File: src/rtl/stepper_sys_info_pkg.sv
// Shared constants for the system-information slave: register offsets and STATUS bits.
// Latency: n/a (package).
// Backpressure: n/a (package).
package stepper_sys_info_pkg;

    localparam int DATA_W = 32;

    localparam int OFS_SYSTEM_ID = 0;
    localparam int OFS_TIMESTAMP = 1;
    localparam int OFS_VERSION   = 2;
    localparam int OFS_SCRATCH   = 3;
    localparam int OFS_UPTIME_LO = 4;
    localparam int OFS_UPTIME_HI = 5;
    localparam int OFS_CHANNELS  = 6;
    localparam int OFS_STATUS    = 7;

    localparam int STAT_WRAP = 0;

    // One stage of the read-return pipeline.
    typedef struct packed {
        logic              vld;
        logic [DATA_W-1:0] dat;
    } rd_beat_t;

endpackage

File: src/rtl/stepper_uptime_counter.sv
// Free-running uptime counter with synchronous clear and a wrap indication.
// Latency: count updates at every edge; wrap is high in the cycle before the roll-over edge.
// Backpressure: none, counts unconditionally.
module stepper_uptime_counter #(
    parameter int UPTIME_W = 64
) (
    input  logic                clock,
    input  logic                reset,
    input  logic                clear,
    output logic [UPTIME_W-1:0] count,
    output logic                wrap
);

    logic [UPTIME_W-1:0] count_q;

    always_ff @(posedge clock or posedge reset) begin
        if (reset) begin
            count_q <= '0;
        end else if (clear) begin
            count_q <= '0;
        end else begin
            count_q <= count_q + UPTIME_W'(1);
        end
    end

    // The increment at the next edge rolls over; reported even when a clear
    // overrides it so the sticky flag still records the wrap.
    assign wrap  = &count_q;
    assign count = count_q;

endmodule

File: src/rtl/stepper_sys_info.sv
// Avalon-MM system-information slave: IDs, scratch, uptime with coherent 64-bit reads, sticky status.
// Latency: LATENCY cycles from read strobe to readdatavalid, fully pipelined.
// Backpressure: none (no waitrequest); read+write together performs the write and drops the read.
module stepper_sys_info
    import stepper_sys_info_pkg::*;
#(
    parameter int          ADDR_W       = 3,
    parameter logic [31:0] SYSTEM_ID    = 32'h0400_0000,
    parameter logic [31:0] TIMESTAMP    = 32'h545A_70F2,
    parameter logic [31:0] VERSION      = 32'h0001_0000,
    parameter logic [31:0] SCRATCH_INIT = 32'h0000_0000,
    parameter int          CHANNELS     = 1,
    parameter int          UPTIME_W     = 64,
    parameter int          LATENCY      = 1
) (
    input  logic              clock,
    input  logic              reset,
    input  logic [ADDR_W-1:0] address,
    input  logic              read,
    input  logic              write,
    input  logic [31:0]       writedata,
    output logic [31:0]       readdata,
    output logic              readdatavalid
);

    localparam int HI_W = UPTIME_W - 32;

    if (ADDR_W < 3) begin : g_bad_addr_w
        $error("stepper_sys_info: ADDR_W must be at least 3");
    end
    if (UPTIME_W < 33 || UPTIME_W > 64) begin : g_bad_uptime_w
        $error("stepper_sys_info: UPTIME_W must be within 33..64");
    end
    if (LATENCY < 1 || LATENCY > 3) begin : g_bad_latency
        $error("stepper_sys_info: LATENCY must be within 1..3");
    end

    logic [UPTIME_W-1:0] count;
    logic                wrap;
    logic                rd_en;
    logic                hit_scratch_wr;
    logic                hit_clear;
    logic                hit_w1c;
    logic                hit_latch;
    logic [31:0]         scratch_q;
    logic [HI_W-1:0]     hi_shadow_q;
    logic                sticky_q;
    logic [DATA_W-1:0]   rd_mux;
    rd_beat_t            pipe_q [LATENCY];

    // A colliding write always wins; the read is simply never issued.
    assign rd_en          = read & ~write;
    assign hit_scratch_wr = write && (address == ADDR_W'(OFS_SCRATCH));
    assign hit_clear      = write && (address == ADDR_W'(OFS_UPTIME_LO));
    assign hit_w1c        = write && (address == ADDR_W'(OFS_STATUS)) && writedata[STAT_WRAP];
    assign hit_latch      = rd_en && (address == ADDR_W'(OFS_UPTIME_LO));

    stepper_uptime_counter #(
        .UPTIME_W (UPTIME_W)
    ) u_cnt (
        .clock (clock),
        .reset (reset),
        .clear (hit_clear),
        .count (count),
        .wrap  (wrap)
    );

    always_ff @(posedge clock or posedge reset) begin
        if (reset) begin
            scratch_q   <= SCRATCH_INIT;
            hi_shadow_q <= '0;
            sticky_q    <= 1'b0;
        end else begin
            if (hit_scratch_wr) begin
                scratch_q <= writedata;
            end
            if (hit_latch) begin
                hi_shadow_q <= count[UPTIME_W-1:32];
            end
            // A wrap in the same cycle as a W1C leaves the flag set.
            sticky_q <= wrap | (sticky_q & ~hit_w1c);
        end
    end

    always_comb begin
        rd_mux = '0;
        case (address)
            ADDR_W'(OFS_SYSTEM_ID): rd_mux = SYSTEM_ID;
            ADDR_W'(OFS_TIMESTAMP): rd_mux = TIMESTAMP;
            ADDR_W'(OFS_VERSION):   rd_mux = VERSION;
            ADDR_W'(OFS_SCRATCH):   rd_mux = scratch_q;
            ADDR_W'(OFS_UPTIME_LO): rd_mux = count[31:0];
            ADDR_W'(OFS_UPTIME_HI): rd_mux = DATA_W'(hi_shadow_q);
            ADDR_W'(OFS_CHANNELS):  rd_mux = DATA_W'(CHANNELS);
            ADDR_W'(OFS_STATUS):    rd_mux[STAT_WRAP] = sticky_q;
            default:                rd_mux = '0;
        endcase
    end

    // Data moves only with a valid beat, so the last stage holds the most
    // recent return between pulses.
    always_ff @(posedge clock or posedge reset) begin
        if (reset) begin
            for (int i = 0; i < LATENCY; i++) begin
                pipe_q[i] <= '0;
            end
        end else begin
            pipe_q[0].vld <= rd_en;
            if (rd_en) begin
                pipe_q[0].dat <= rd_mux;
            end
            for (int i = 1; i < LATENCY; i++) begin
                pipe_q[i].vld <= pipe_q[i-1].vld;
                if (pipe_q[i-1].vld) begin
                    pipe_q[i].dat <= pipe_q[i-1].dat;
                end
            end
        end
    end

    assign readdata      = pipe_q[LATENCY-1].dat;
    assign readdatavalid = pipe_q[LATENCY-1].vld;

endmodule

File: config.mk
export PLATFORM = sky130hd
export DESIGN_NAME = stepper_sys_info
export DESIGN_NICKNAME = d
export VERILOG_FILES = /design/src/rtl/stepper_sys_info_pkg.sv /design/src/rtl/stepper_uptime_counter.sv /design/src/rtl/stepper_sys_info.sv
export SDC_FILE = /design/constraint.sdc
export NUM_CORES = 1
export LEC_CHECK = 0
export BUFFER_PORTS_ARGS = -buffer_cell sky130_fd_sc_hd__buf_2
export CAP_MARGIN = 5
export CORE_MARGIN = 5
export CORE_UTILIZATION = 60
export DETAILED_ROUTE_END_ITERATION = 12
export GPL_TIMING_DRIVEN = 0
export PLACE_DENSITY = 0.8
export SLEW_MARGIN = 20
export SYNTH_ARGS = -nofsm -noshare
export SYNTH_HDL_FRONTEND = slang
export SYNTH_HIERARCHICAL = 1
export SYNTH_SLANG_ARGS = --single-unit
export TNS_END_PERCENT = 10
File: constraint.sdc
create_clock -name clock -period 3 [get_ports clock]
set_input_delay 0.15 -clock clock [delete_from_list [all_inputs] [get_ports clock]]
set_output_delay 0.15 -clock clock [all_outputs]
set_load 0.05 [all_outputs]
# --- After elaboration in Yosys (flattened, before gate mapping) ---
# Index checks and enable logic that the tools add are counted.
word_totals:
  reg_bits: 162
  input_bits: 39
  elab_cells: 30
op_classes:
  bitwise_logic: 5
  reduce_logical: 8
  addsub: 1
  n_mux: 3
  eq_ne: 7
ops:
  columns: ["cell", "n"]
  rows:
  - ["$pmux W31 S6", 1]
  - ["$add A64 B1 Y64 const B", 1]
  - ["$mux W64", 1]
  - ["$reduce_and A64 Y1", 1]
  - ["$eq A3 B3 Y1 const B", 4]
  - ["$eq A3 B2 Y1 const B", 2]
  - ["$pmux W1 S6", 1]
  - ["$logic_and A1 B1 Y1", 5]
  - ["$eq A3 B1 Y1 const B", 1]
  - ["$logic_not A3 Y1", 1]
  - ["$reduce_or A3 Y1", 1]
  - ["$and A1 B1 Y1", 2]
  - ["$not A1 Y1", 2]
  - ["$or A1 B1 Y1", 1]

# --- Depth between registers and ports, before layout ---
logic_depth:
  word_depth: 6
  mapped_depth: 7
  mapped_depth_nobuf: 6

# --- Modules after synthesis ---
# The synthesis kept the hierarchy.
modules_own_cells:
  columns: ["mod", "cells_per_inst", "instances", "area_each_um2"]
  rows:
  - ["stepper_sys_info", 319, 1, 4418.0]
  - ["stepper_uptime_counter", 378, 1, 3455.8]

# --- Worst setup path after synthesis ---
# Ideal clock, no wire load.
synth_path:
  path_type: "reg-to-reg"
  startpoint: "reg u_cnt.count_q[0], in the netlist u_cnt/count[0]"
  endpoint: "reg u_cnt.count_q[38], in the netlist u_cnt/count[38]"
  stages_incl_launch_ff: 7
  arrival_ps: 1990
  setup_ps: 125
  setup_slack_ps: 886
  period_less_slack_ps: 2114
  path_cell_list: "dfrtp_1 ha_1 nand4_1 or4_2 nor2_1 nand3_1 mux2_2"
synth_via:
  elab_chain_cells: 2
synth_rtl:
  columns: ["item", "line", "text"]
  rows:
  - ["from (decl)", "stepper_uptime_counter.sv:14", "logic [UPTIME_W-1:0] count_q;"]
  - ["from (signal assigned)", "stepper_uptime_counter.sv:22", "count_q <= count_q + UPTIME_W'(1);"]
  - ["$add A64 B1 Y64", "stepper_uptime_counter.sv:22", null]
  - ["$mux W64", "stepper_uptime_counter.sv:19", "end else if (clear) begin"]
# No other way between the ends.
# A chain may end at the register's enable or synchronous reset.

# --- Worst setup path in the final report ---
layout_path:
  startpoint: "reg u_cnt.count_q[30], in the netlist u_cnt/count[30]"
  endpoint: "reg u_cnt.count_q[44], in the netlist u_cnt/count[44]"
# Same word-level chain as after synthesis.

==> impl_metrics.csv <==
group,metric,value,unit
power_and_ir_drop,intPower,4.23,mW
worst_setup_path,critPathSlowestCell,"nor3_1",
die,die_y,125,um
clock_network,numCtsBuffers,17,
placed_design,place_congestion,0.937,
layout,nNetsFinal,861,
worst_setup_path,slowest_delay,700,ps
grt,grt_pass1_vias,6659,
power_and_ir_drop,power_per_cell_area,636,nW/um2
placed_design,hpwl,16000,um
timing,holdWs,137,ps
synth,syn_area_per_cell,11.3,um2
clock_network,path_clk_slew,60,ps
placed_design,port_buffers,70,
power_and_ir_drop,p_clk_share,36.5,%
timing,fmax,348,MHz
synth,ys.warnings.count,6,
layout,area_growth_syn_to_layout,19.6,%
power_and_ir_drop,power.switching,1.75,mW
drt,route.vias.total,6544,
timing,timing.slew.headroom,33.0,%
clock_network,cts_tree,"built",
worst_setup_path,reg2reg_depth,5,
worst_setup_path,rrSetupSlack,130,ps
worst_setup_path,cp.required,3340,ps
synth,synth.distinct_cells,54,
grt,grt_max_degree,56,
synth,async_reset_ff_share,100,%
timing,drv_slew,0,
power_and_ir_drop,power.ir.vdd_worst,376,uV
timing,fin_crit_sh,95.8,%
power_and_ir_drop,pwr-share-comb,16.3,%
timing,period_minus_slack,2870,ps
min_path,min_to,"sticky_q",
timing,setup_slack,126,ps
grt,grt_overflow_total,0,
clock_network,insertion_delay,430,ps
worst_setup_path,startpoint_type,"register",
clock_network,root_buffer,"clkbuf_16",
grt,grt_pass1_wl,37400,um
drt,drt_iter0_markers,707,
synth,synth_seq_area_share,51.5,%
synth,syn_area,7870,um2
worst_setup_path,crit_type,"reg -> reg",
die,die_w,125,um
clock_network,post_cts_buffers,0,
grt,grt_usage,30.6,%
outcome,status,"complete, no violations",
layout,final_cell_count_no_fill,1006,
drt,drc,0,
timing,worst_slew_pin_slew,997,ps
worst_setup_path,r2r_end,"u_cnt/count[44]",
power_and_ir_drop,power.total,5.99,mW
drt,finalWirelength,23200,um
die,num_rows,41,
die,dieArea,15500,um2
die,initial_core_util,61.9,%
worst_setup_path,path_max_fanout,10,
synth,ys_ff_latch,162,
layout,drive_gt1_share,25.1,%
clock_network,clockBufferDepth,2,
timing,finalHoldViolations,0,
worst_setup_path,worstReg2RegStart,"u_cnt/count[30]",
die,num_io_pins,72,
clock_network,clock_sinks,162,
timing,setup_violations,0,
layout,postLayoutCoreUtil,74.0,%
synth,synth_edf_count,0,
placed_design,dp_slack,251,ps
synth,synthCells,697,
worst_setup_path,crit_arrival,3220,ps
drt,drt-vias-per-instance,6.50,
layout,fillers,866,
synth,ys.flop_type,"dfrtp_1",
drt,drt-pass1-iter-count,6,
run,drv_cap,0,
die,core-area,12700,um2
timing,rsz0062_at_grt,"false",
clock_network,cts.htree.levels,4,
drt,ant_nets,0,
drt,routedWlPerCell,23.1,um
grt,antenna_found_initial,0,
power_and_ir_drop,seqPwrFrac,47.2,%
min_path,hold_start,"write",
worst_setup_path,crit_chain,"nand4_1 -> nor3_1 -> nand4_1 -> or3_1 -> a21oi_1",
min_path,whs_path_depth,3,
synth,syn-num-nets,737,
worst_setup_path,crit_path_end_kind,"register",
layout,n_antenna_cell,0,
power_and_ir_drop,p_leak,4.16,nW
min_path,hp-class,"in -> reg",
power_and_ir_drop,switching_share,29.3,%
timing,skew,9.88,ps
placed_design,place_inst,941,
worst_setup_path,critPathMostFrequentCell,"nand4_1",
[power by group through the flow]
stage | registers, mW | clock network (mW) | logic, mW
after floorplan | 2.93 | 0 | 0.507
after global placement | 2.82 | 0 | 0.878
after detailed placement | 2.84 | 0 | 0.918
after CTS | 2.81 | 2.19 | 0.965
after global routing | 2.86 | 2.30 | 1.05
final | 2.83 | 2.18 | 0.977
[cells in the final DEF (no fill, tap or decap), types with 21 or more instances in the layout]
master / instances
a21oi_1: 29
a221o_1: 29
buf_2: 81
dfrtp_1: 162
dlygate4sd3_1: 33
mux2_2: 40
mux2_4: 26
nand2_1: 26
nand3_1: 22
nand4_1: 31
nor2_1: 60
o21ai_0: 25
or3_1: 21
xor2_1: 21
[metrics by stage]
stage                     instance area, um2  setup TNS [ps]
final                                   9420               0
after global routing                    9420               0
after CTS                               9410               0
after detailed placement                8490               0
after global placement                  8440          -68710
after floorplan                         7870               0
[synth_stat cells, types with 5 or more instances]
library cell	instances	area [um2]
or4_1	6	45.0
nor2_1	60	225
and2_1	5	31.3
nand2_1	26	97.6
or3_1	21	131
buf_2	11	55.1
a21oi_1	29	145
xnor2_1	13	114
xor2_1	21	184
inv_1	12	45.0
a221o_1	29	290
nand3_1	22	110
dfrtp_1	162	4050
buf_6	5	56.3
and4_1	5	43.8
mux2i_1	17	170
mux2_2	40	450
o21ai_0	25	125
clkbuf_1	16	60.1
and3_1	11	68.8
nand2b_1	15	93.8
nor2b_1	17	106
a2111oi_0	14	123
nor3_1	7	35.0
nor4_1	12	75.1
mux2_4	26	390
nand4_1	31	194
[metal layers]
metal,vias to the layer above,GRT usage [%],part of all wire [%]
li1,2832,-,-
met1,3264,40.3,40
met2,379,49.4,49
met3,69,7.42,8.3
met4,0,11.9,3.1
met5,-,0,0
[repair_timing]
action                     in CTS  in global routing
setup endpoints to repair       0                  1
hold endpoints to repair      113                  0
hold buffers                   33                  0
resized for setup               0                  1
[final cells by class]
cell class | count | area (um2) | area share [%]
Clock inverter | 11 | 125 | 1.33
Clock buffer | 21 | 470 | 4.99
Multi-Input combinational cell | 487 | 3590 | 38.1
Tap cell | 172 | 215 | 2.28
Timing Repair Buffer | 105 | 721 | 7.65
Buffer | 35 | 186 | 1.98
Inverter | 13 | 56.3 | 0.598
Sequential cell | 162 | 4050 | 43.0
[critical path, delay by kind of cell (launching register included)]
family,cells,cell delay [ps]
AOI/OAI and AO/OA,1,150
DFF,1,520
and+or+nand+nor,4,2120
[worst max-delay path by stage]
stage | startpoint | endpoint | slack [ps] | depth (start not counted)
after floorplan | reset | hi_shadow_q[0] | 290 | 1
after global placement | reset | hi_shadow_q[29] | -710 | 2
after detailed placement | u_cnt/count[0] | u_cnt/count[58] | 250 | 6
after CTS | u_cnt/count[0] | u_cnt/count[58] | 220 | 6
after global routing | u_cnt/count[39] | u_cnt/count[58] | 100 | 5
final | u_cnt/count[30] | u_cnt/count[44] | 130 | 5
[cell families after synthesis]
group,synth area share [%]
AOI/OAI and AO/OA,9.65
xor gates and xnor gates,3.78
adders and majority gates,0.159
buffers and inverters,2.99
DFF,51.5
muxes,12.8
and+or+nand+nor,19.1
[flip-flops by register name (all words and copies together), names as in the netlist]
name	count
hi_shadow_q	32
scratch_q	32
sticky_q	1
u_cnt/count	64
readdatavalid	1
readdata	32
Power figures use the tool's default switching activity.
